--- config.mk ---
export PLATFORM = sky130hd
export DESIGN_NAME = uart_rx_core
export DESIGN_NICKNAME = d
export VERILOG_FILES = /design/src/rtl/uart_rx_core_pkg.sv /design/src/rtl/uart_rx_voter.sv /design/src/rtl/uart_rx_core.sv
export SDC_FILE = /design/constraint.sdc
export NUM_CORES = 1
export LEC_CHECK = 0
export ABC_AREA = 1
export CAP_MARGIN = 20
export CORE_ASPECT_RATIO = 1.5
export CORE_MARGIN = 2
export CORE_UTILIZATION = 48
export DETAILED_ROUTE_END_ITERATION = 8
export MAX_ROUTING_LAYER = met4
export PLACE_DENSITY = 0.68
export REMOVE_ABC_BUFFERS = 1
export SLEW_MARGIN = 15
export SYNTH_ARGS = -nofsm -noshare
export SYNTH_HDL_FRONTEND = slang
export SYNTH_SLANG_ARGS = --single-unit
--- constraint.sdc ---
create_clock -name clk_i -period 2.81 [get_ports clk_i]
set_clock_uncertainty 0.2 [all_clocks]
set_input_delay 0.4215 -clock clk_i [delete_from_list [all_inputs] [get_ports clk_i]]
set_output_delay 0.4215 -clock clk_i [all_outputs]
set_load 0.01 [all_outputs]
--- src/rtl/uart_rx_core_pkg.sv ---
// Shared types and constants for the UART receive core: FSM states, parity modes and
// rx_conf_i field layout.
package uart_rx_core_pkg;

  typedef enum logic [2:0] {
    StIdle     = 3'd0,
    StStart    = 3'd1,
    StData     = 3'd2,
    StParity   = 3'd3,
    StStop     = 3'd4,
    StWaitHigh = 3'd5
  } rx_state_e;

  typedef enum logic [1:0] {
    ParNone  = 2'b00,
    ParEven  = 2'b01,
    ParOdd   = 2'b10,
    ParStick = 2'b11
  } parity_mode_e;

  localparam int unsigned ConfDataSelLsb = 0;
  localparam int unsigned ConfStop2Bit   = 3;
  localparam int unsigned ConfParityLsb  = 4;

  // Index of the last data bit (data bits - 1), clamped to the data register width.
  function automatic logic [3:0] last_bit_idx(input logic [2:0] data_sel,
                                              input int unsigned max_data_w);
    logic [3:0] idx;
    logic [3:0] lim;
    idx = 4'd4 + {1'b0, data_sel};
    lim = 4'(max_data_w - 1);
    return (idx > lim) ? lim : idx;
  endfunction

endpackage

--- src/rtl/uart_rx_voter.sv ---
// Three-sample majority voter: captures the line at MID-1 and MID, decides at MID+1.
module uart_rx_voter #(
  parameter int unsigned OVERSAMPLE     = 16,
  parameter int unsigned SAMPLE_COUNT_W = 4
) (
  input  logic                      clk_i,
  input  logic                      rst_ni,
  input  logic                      baud_en_i,
  input  logic                      uart_rx_i,
  input  logic [SAMPLE_COUNT_W-1:0] sample_cnt_i,
  output logic                      vote_valid_o,
  output logic                      vote_bit_o
);

  localparam logic [SAMPLE_COUNT_W-1:0] MidM1 = SAMPLE_COUNT_W'(OVERSAMPLE / 2 - 1);
  localparam logic [SAMPLE_COUNT_W-1:0] Mid   = SAMPLE_COUNT_W'(OVERSAMPLE / 2);
  localparam logic [SAMPLE_COUNT_W-1:0] MidP1 = SAMPLE_COUNT_W'(OVERSAMPLE / 2 + 1);

  logic s0_q, s1_q;

  always_ff @(posedge clk_i or negedge rst_ni) begin
    if (!rst_ni) begin
      s0_q <= 1'b0;
      s1_q <= 1'b0;
    end else if (baud_en_i) begin
      if (sample_cnt_i == MidM1) s0_q <= uart_rx_i;
      if (sample_cnt_i == Mid)   s1_q <= uart_rx_i;
    end
  end

  always_comb begin
    vote_valid_o = baud_en_i && (sample_cnt_i == MidP1);
    vote_bit_o   = (s0_q & s1_q) | (s0_q & uart_rx_i) | (s1_q & uart_rx_i);
  end

endmodule

--- src/rtl/uart_rx_core.sv ---
// UART receive core: oversampled start detection, majority-voted bits, parity/frame/break
// status and a one-entry valid/ready output register with overrun reporting.
module uart_rx_core
  import uart_rx_core_pkg::*;
#(
  parameter int unsigned MAX_DATA_W     = 9,
  parameter int unsigned OVERSAMPLE     = 16,
  parameter int unsigned SAMPLE_COUNT_W = 4,
  parameter int unsigned CONF_W         = 6
) (
  input  logic                  clk_i,
  input  logic                  rst_ni,
  input  logic                  baud_en_i,
  input  logic                  rx_en_i,
  input  logic                  uart_rx_i,
  input  logic [CONF_W-1:0]     rx_conf_i,
  input  logic                  rx_ready_i,
  output logic                  rx_valid_o,
  output logic [MAX_DATA_W-1:0] rx_data_o,
  output logic                  rx_parity_err_o,
  output logic                  rx_frame_err_o,
  output logic                  rx_break_o,
  output logic                  rx_overrun_o,
  output logic                  rx_busy_o
);

  rx_state_e                 state_q, state_d;
  parity_mode_e              par_mode_q, par_mode_d;
  logic [SAMPLE_COUNT_W-1:0] cnt_q, cnt_d;
  logic [3:0]                bit_idx_q, bit_idx_d, last_idx_q, last_idx_d;
  logic                      stop2_q, stop2_d, stop_idx_q, stop_idx_d;
  logic [MAX_DATA_W-1:0]     shift_q, shift_d;
  logic                      par_bit_q, par_bit_d, frame_err_q, frame_err_d;
  logic                      vote_valid, vote_bit, commit, cnt_last;
  logic                      char_brk, char_perr, par_calc;

  logic                      out_valid_q, out_valid_d, ovr_q, ovr_d;
  logic [MAX_DATA_W-1:0]     out_data_q, out_data_d;
  logic                      out_perr_q, out_perr_d, out_ferr_q, out_ferr_d;
  logic                      out_brk_q, out_brk_d;

  uart_rx_voter #(
    .OVERSAMPLE    (OVERSAMPLE),
    .SAMPLE_COUNT_W(SAMPLE_COUNT_W)
  ) u_voter (
    .clk_i       (clk_i),
    .rst_ni      (rst_ni),
    .baud_en_i   (baud_en_i),
    .uart_rx_i   (uart_rx_i),
    .sample_cnt_i(cnt_q),
    .vote_valid_o(vote_valid),
    .vote_bit_o  (vote_bit)
  );

  always_ff @(posedge clk_i or negedge rst_ni) begin
    if (!rst_ni) begin
      state_q     <= StIdle;
      par_mode_q  <= ParNone;
      cnt_q       <= '0;
      bit_idx_q   <= '0;
      last_idx_q  <= '0;
      stop2_q     <= 1'b0;
      stop_idx_q  <= 1'b0;
      shift_q     <= '0;
      par_bit_q   <= 1'b0;
      frame_err_q <= 1'b0;
    end else begin
      state_q     <= state_d;
      par_mode_q  <= par_mode_d;
      cnt_q       <= cnt_d;
      bit_idx_q   <= bit_idx_d;
      last_idx_q  <= last_idx_d;
      stop2_q     <= stop2_d;
      stop_idx_q  <= stop_idx_d;
      shift_q     <= shift_d;
      par_bit_q   <= par_bit_d;
      frame_err_q <= frame_err_d;
    end
  end

  always_comb begin
    state_d     = state_q;
    par_mode_d  = par_mode_q;
    cnt_d       = cnt_q;
    bit_idx_d   = bit_idx_q;
    last_idx_d  = last_idx_q;
    stop2_d     = stop2_q;
    stop_idx_d  = stop_idx_q;
    shift_d     = shift_q;
    par_bit_d   = par_bit_q;
    frame_err_d = frame_err_q;
    commit      = 1'b0;
    cnt_last    = (cnt_q == SAMPLE_COUNT_W'(OVERSAMPLE - 1));
    if (baud_en_i) begin
      if (state_q != StIdle && !rx_en_i) begin
        state_d = StIdle;
        cnt_d   = '0;
      end else begin
        cnt_d = cnt_last ? '0 : cnt_q + SAMPLE_COUNT_W'(1);
        unique case (state_q)
          StIdle: begin
            cnt_d = '0;
            if (rx_en_i && !uart_rx_i) begin
              par_mode_d  = parity_mode_e'(rx_conf_i[ConfParityLsb +: 2]);
              stop2_d     = rx_conf_i[ConfStop2Bit];
              last_idx_d  = last_bit_idx(rx_conf_i[ConfDataSelLsb +: 3], MAX_DATA_W);
              bit_idx_d   = '0;
              stop_idx_d  = 1'b0;
              shift_d     = '0;
              par_bit_d   = 1'b0;
              frame_err_d = 1'b0;
              state_d     = StStart;
            end
          end
          StStart: begin
            if (vote_valid && vote_bit) begin
              state_d = StIdle;
              cnt_d   = '0;
            end else if (cnt_last) begin
              state_d = StData;
            end
          end
          StData: begin
            if (vote_valid) begin
              for (int unsigned i = 0; i < MAX_DATA_W; i++) begin
                if (bit_idx_q == 4'(i)) shift_d[i] = vote_bit;
              end
            end
            if (cnt_last) begin
              if (bit_idx_q == last_idx_q) begin
                state_d = (par_mode_q == ParNone) ? StStop : StParity;
              end else begin
                bit_idx_d = bit_idx_q + 4'd1;
              end
            end
          end
          StParity: begin
            if (vote_valid) par_bit_d = vote_bit;
            if (cnt_last) state_d = StStop;
          end
          StStop: begin
            if (vote_valid) begin
              if (!vote_bit) frame_err_d = 1'b1;
              // Commit at mid-bit of the last stop bit so the next start edge is not missed.
              if (stop_idx_q == stop2_q) begin
                commit  = 1'b1;
                state_d = vote_bit ? StIdle : StWaitHigh;
              end
            end else if (cnt_last) begin
              stop_idx_d = 1'b1;
            end
          end
          StWaitHigh: begin
            if (uart_rx_i) state_d = StIdle;
          end
          default: state_d = StIdle;
        endcase
      end
    end
  end

  always_comb begin
    rx_busy_o = state_q inside {StStart, StData, StParity, StStop};
    par_calc  = (^shift_q) ^ par_bit_q;
    char_brk  = (shift_q == '0) && (par_mode_q == ParNone || !par_bit_q) && frame_err_d;
    unique case (par_mode_q)
      ParNone:  char_perr = 1'b0;
      ParEven:  char_perr = par_calc;
      ParOdd:   char_perr = ~par_calc;
      ParStick: char_perr = par_bit_q ^ ~last_idx_q[0];
      default:  char_perr = 1'b0;
    endcase
    if (char_brk) char_perr = 1'b0;
  end

  always_comb begin
    out_valid_d = out_valid_q;
    out_data_d  = out_data_q;
    out_perr_d  = out_perr_q;
    out_ferr_d  = out_ferr_q;
    out_brk_d   = out_brk_q;
    ovr_d       = 1'b0;
    if (commit) begin
      if (!out_valid_q || rx_ready_i) begin
        out_valid_d = 1'b1;
        out_data_d  = shift_q;
        out_perr_d  = char_perr;
        out_ferr_d  = frame_err_d;
        out_brk_d   = char_brk;
      end else begin
        ovr_d = 1'b1;
      end
    end else if (out_valid_q && rx_ready_i) begin
      out_valid_d = 1'b0;
    end
  end

  always_ff @(posedge clk_i or negedge rst_ni) begin
    if (!rst_ni) begin
      out_valid_q <= 1'b0;
      out_data_q  <= '0;
      out_perr_q  <= 1'b0;
      out_ferr_q  <= 1'b0;
      out_brk_q   <= 1'b0;
      ovr_q       <= 1'b0;
    end else begin
      out_valid_q <= out_valid_d;
      out_data_q  <= out_data_d;
      out_perr_q  <= out_perr_d;
      out_ferr_q  <= out_ferr_d;
      out_brk_q   <= out_brk_d;
      ovr_q       <= ovr_d;
    end
  end

  assign rx_valid_o      = out_valid_q;
  assign rx_data_o       = out_data_q;
  assign rx_parity_err_o = out_perr_q;
  assign rx_frame_err_o  = out_ferr_q;
  assign rx_break_o      = out_brk_q;
  assign rx_overrun_o    = ovr_q;

endmodule

==> impl_metrics.csv <==
group,metric,value,unit
outcome,status,"finished clean",
timing,rsz0062_at_grt,"no",
global_routing,grt-busiest-layer,"met2",
drt,drtPass1Iterations,4,
worst_setup_path,cpMostUsedCell,"nand2_1",
clock_tree,cts_inserted_buffers,5,
die,chipHeight,96.50,um
worst_setup_path,critical_path.max_fanout,8,
worst_setup_path,slowest_delay,0.60,ns
timing,fmax,406.1,MHz
clock_tree,cts_tree,"built",
global_routing,overflow,0,
worst_setup_path,startpoint_type,"flop",
timing,fin_crit,2.462,ns
worst_setup_path,critical_path.slowest_cell,"dfrtp_1",
synth,syn_area,2738,um2
layout,seq_area,1151,um2
layout,final_net_count,406,
timing,finalHoldViolCount,0,
synth,ys_warn_count,0,
synth,netlist.area_leader.share,42.05,%
worst_setup_path,crit_buf_inv,2,
worst_setup_path,required,2.19,ns
timing,fin_setup_tns,0,ns
global_routing,grtUsageTotal,21.34,%
global_routing,met2_usage,39.73,%
layout,multi_input_area,1343,um2
worst_setup_path,cp.depth,5,
pwr,irDropWorstVdd,0.6076,mV
synth,yosysUniqueCellTypes,33,
global_routing,grt_pass1_vias,2286,
die,initial_core_util,49.85,%
drt,num_vias,2281,
global_routing,grt_max_degree,25,
synth,yosys.area.top_type,"dfrtp_1",
place,gp_congestion,0.9988,
worst_hold_path,holdPathStages,2,
worst_setup_path,critPathTopFamily,"buffers and inverters",
place,hpwl,4.616,mm
worst_setup_path,r2r_cells,8,
clock_tree,cts_hold_buf,1,
synth,synth_seq_area_share,42.05,%
drt,ant_nets,0,
drt,drcViolationCount,0,
die,die-area,6336,um2
global_routing,grtUsageMet1,22.51,%
synth,ys.flop_type,"dfrtp_1",
place,io_buffers,26,
synth,synth_edf_count,0,
clock_tree,cts_root_buffer,"clkbuf_8",
clock_tree,cts_buffer_depth,2,
clock_tree,clock_sinks,46,
worst_setup_path,worstPathArrival,1.84,ns
synth,async_reset_ff_share,100.0,%
timing,finalCritPeriodShare,87.62,%
die,ios,27,
synth,syn_avg_cell_area,7.712,um2
pwr,power.leakage,1.466,nW
global_routing,grt_pass1_wl,10.11,mm
pwr,power.density,761.3,nW/um2
clock_tree,cts.reportedPaths.clkPinSlew,0.08,ns
clock_tree,post_cts_buffers,0,
worst_setup_path,endpoint_kind,"output pin",
worst_setup_path,path_cells,"inv_1 -> nand2_1 -> nand2_1 -> nand2_1 -> clkdlybuf4s50_1",
run,cap_violations,0,
drt,via_per_inst,5.035,
die,num_rows,33,
layout,area_delta_synth_final,15.04,%
timing,max_slew_margin,65.67,%
clock_tree,htree_levels,2,
timing,drv_slew,0,
drt,routed_wl,5.806,mm
die,core_area,5492,um2
global_routing,antenna_found_initial,0,
synth,synthCells,355,
clock_tree,clk-insertion-delay-late,0.30,ns
layout,fill_cells,517,
drt,drt-initial-drc-count,108,
timing,hold_slack,0.2875,ns
synth,synth_area_leaders,"dfrtp_1, nand2_1, inv_1",
layout,drive_gt1_share,9.661,%
worst_setup_path,critical_path_class,"reg -> out",
synth,synthMostInstantiatedCell,"nand2_1",
timing,setup_violations,0,
layout,n_antenna_cell,0,
worst_hold_path,worst_hold_path_type,"reg -> reg",
timing,worstMarginPinSlew,0.5150,ns
drt,routedWlPerCell,12.82,um
die,fp.dieW,65.66,um
global_routing,grt_util_met3,2.433,%
synth,ys_ff_latch,46,
clock_tree,cts_resized,0,
synth,synthTopCellsByCount,"nand2_1, dfrtp_1, inv_1",
where the power goes:
group	total [mW]	internal, mW	switching (mW)
clock	0.504	0.285	0.219
combinational	0.964	0.337	0.628
sequential	0.929	0.779	0.150
total	2.40	1.40	0.997
routing by layer:
metal  vias up  part of all wire [%]
li1       1187                     -
met2        29                    56
met1      1053                    39
met4         0                   3.0
met5         -                     0
met3        12                   1.7
metrics by stage:
step | util (%) | setup slack, ns | cells | area, um2 | power (mW)
floorplan | - | 1.114 | 347 | 2669 | 1.648
global placement | 55.12 | 0.5256 | 445 | 3027 | 1.900
detailed placement | 55.12 | 0.4968 | 445 | 3027 | 1.908
CTS | 57.35 | 0.3570 | 453 | 3149 | 2.413
global route | 57.35 | 0.2087 | 453 | 3149 | 2.591
finish | 57.35 | 0.3478 | 453 | 3149 | 2.398
sequential cells by signal, summed over array words and instances (netlist names):
signal           flops
u_voter.s1_q         1
stop_idx_q           1
state_q              3
u_voter.s0_q         1
stop2_q              1
par_mode_q           2
shift_q              9
cnt_q                4
rx_valid_o           1
frame_err_q          1
rx_break_o           1
rx_frame_err_o       1
last_idx_q           4
rx_parity_err_o      1
rx_overrun_o         1
par_bit_q            1
rx_data_o            9
bit_idx_q            4
worst min-delay path, delay by kind of cell (launching register included):
| kind | cells | cell delay [ns] |
|---|---|---|
| DFF | 1 | 0.35 |
| AOI/OAI and AO/OA | 1 | 0.06 |
| and+or+nand+nor | 1 | 0.05 |
cell families (layout without fill, tap and decap cells):
group	Yosys count	in the layout	share of synthesized area, %
and+or+nand+nor	181	181	30.35
AOI/OAI and AO/OA	57	57	11.75
buffers and inverters	54	82	8.912
DFF	46	46	42.05
adders and majority gates	11	11	5.027
xor gates and xnor gates	6	6	1.920
layout make-up:
class / count / share of cell area (%)
clock buffers: 6 / 2.622
repair buffers: 29 / 8.899
well taps: 70 / 2.781
multi-input cells: 255 / 42.63
inverters: 46 / 5.562
clock inverters: 1 / 0.9535
flip-flops and latches: 46 / 36.55
path summary, 6_finish.rpt:
path                               from      endpoint  slack, ns
setup / recovery             state_q[0]     rx_busy_o       0.35
hold / removal             rx_data_o[2]  rx_data_o[2]       0.29
setup reg to reg             state_q[0]  bit_idx_q[1]       0.89
hold reg to reg            rx_data_o[2]  rx_data_o[2]       0.29
max in group asynchronous        rst_ni    state_q[0]       1.27
min in group asynchronous        rst_ni    rx_valid_o       0.42
cell usage in the layout (no fill, tap or decap), types with 6 or more instances in the layout:
master / instances
a21oi_1: 8
o21ai_1: 17
clkbuf_8: 6
nand4_1: 9
dfrtp_1: 46
nand2_1: 111
ha_1: 11
nor2_1: 17
inv_1: 41
clkdlybuf4s50_1: 25
o21ai_0: 25
nand2_2: 10
nand3_1: 22
Power figures use the tool's default switching activity.
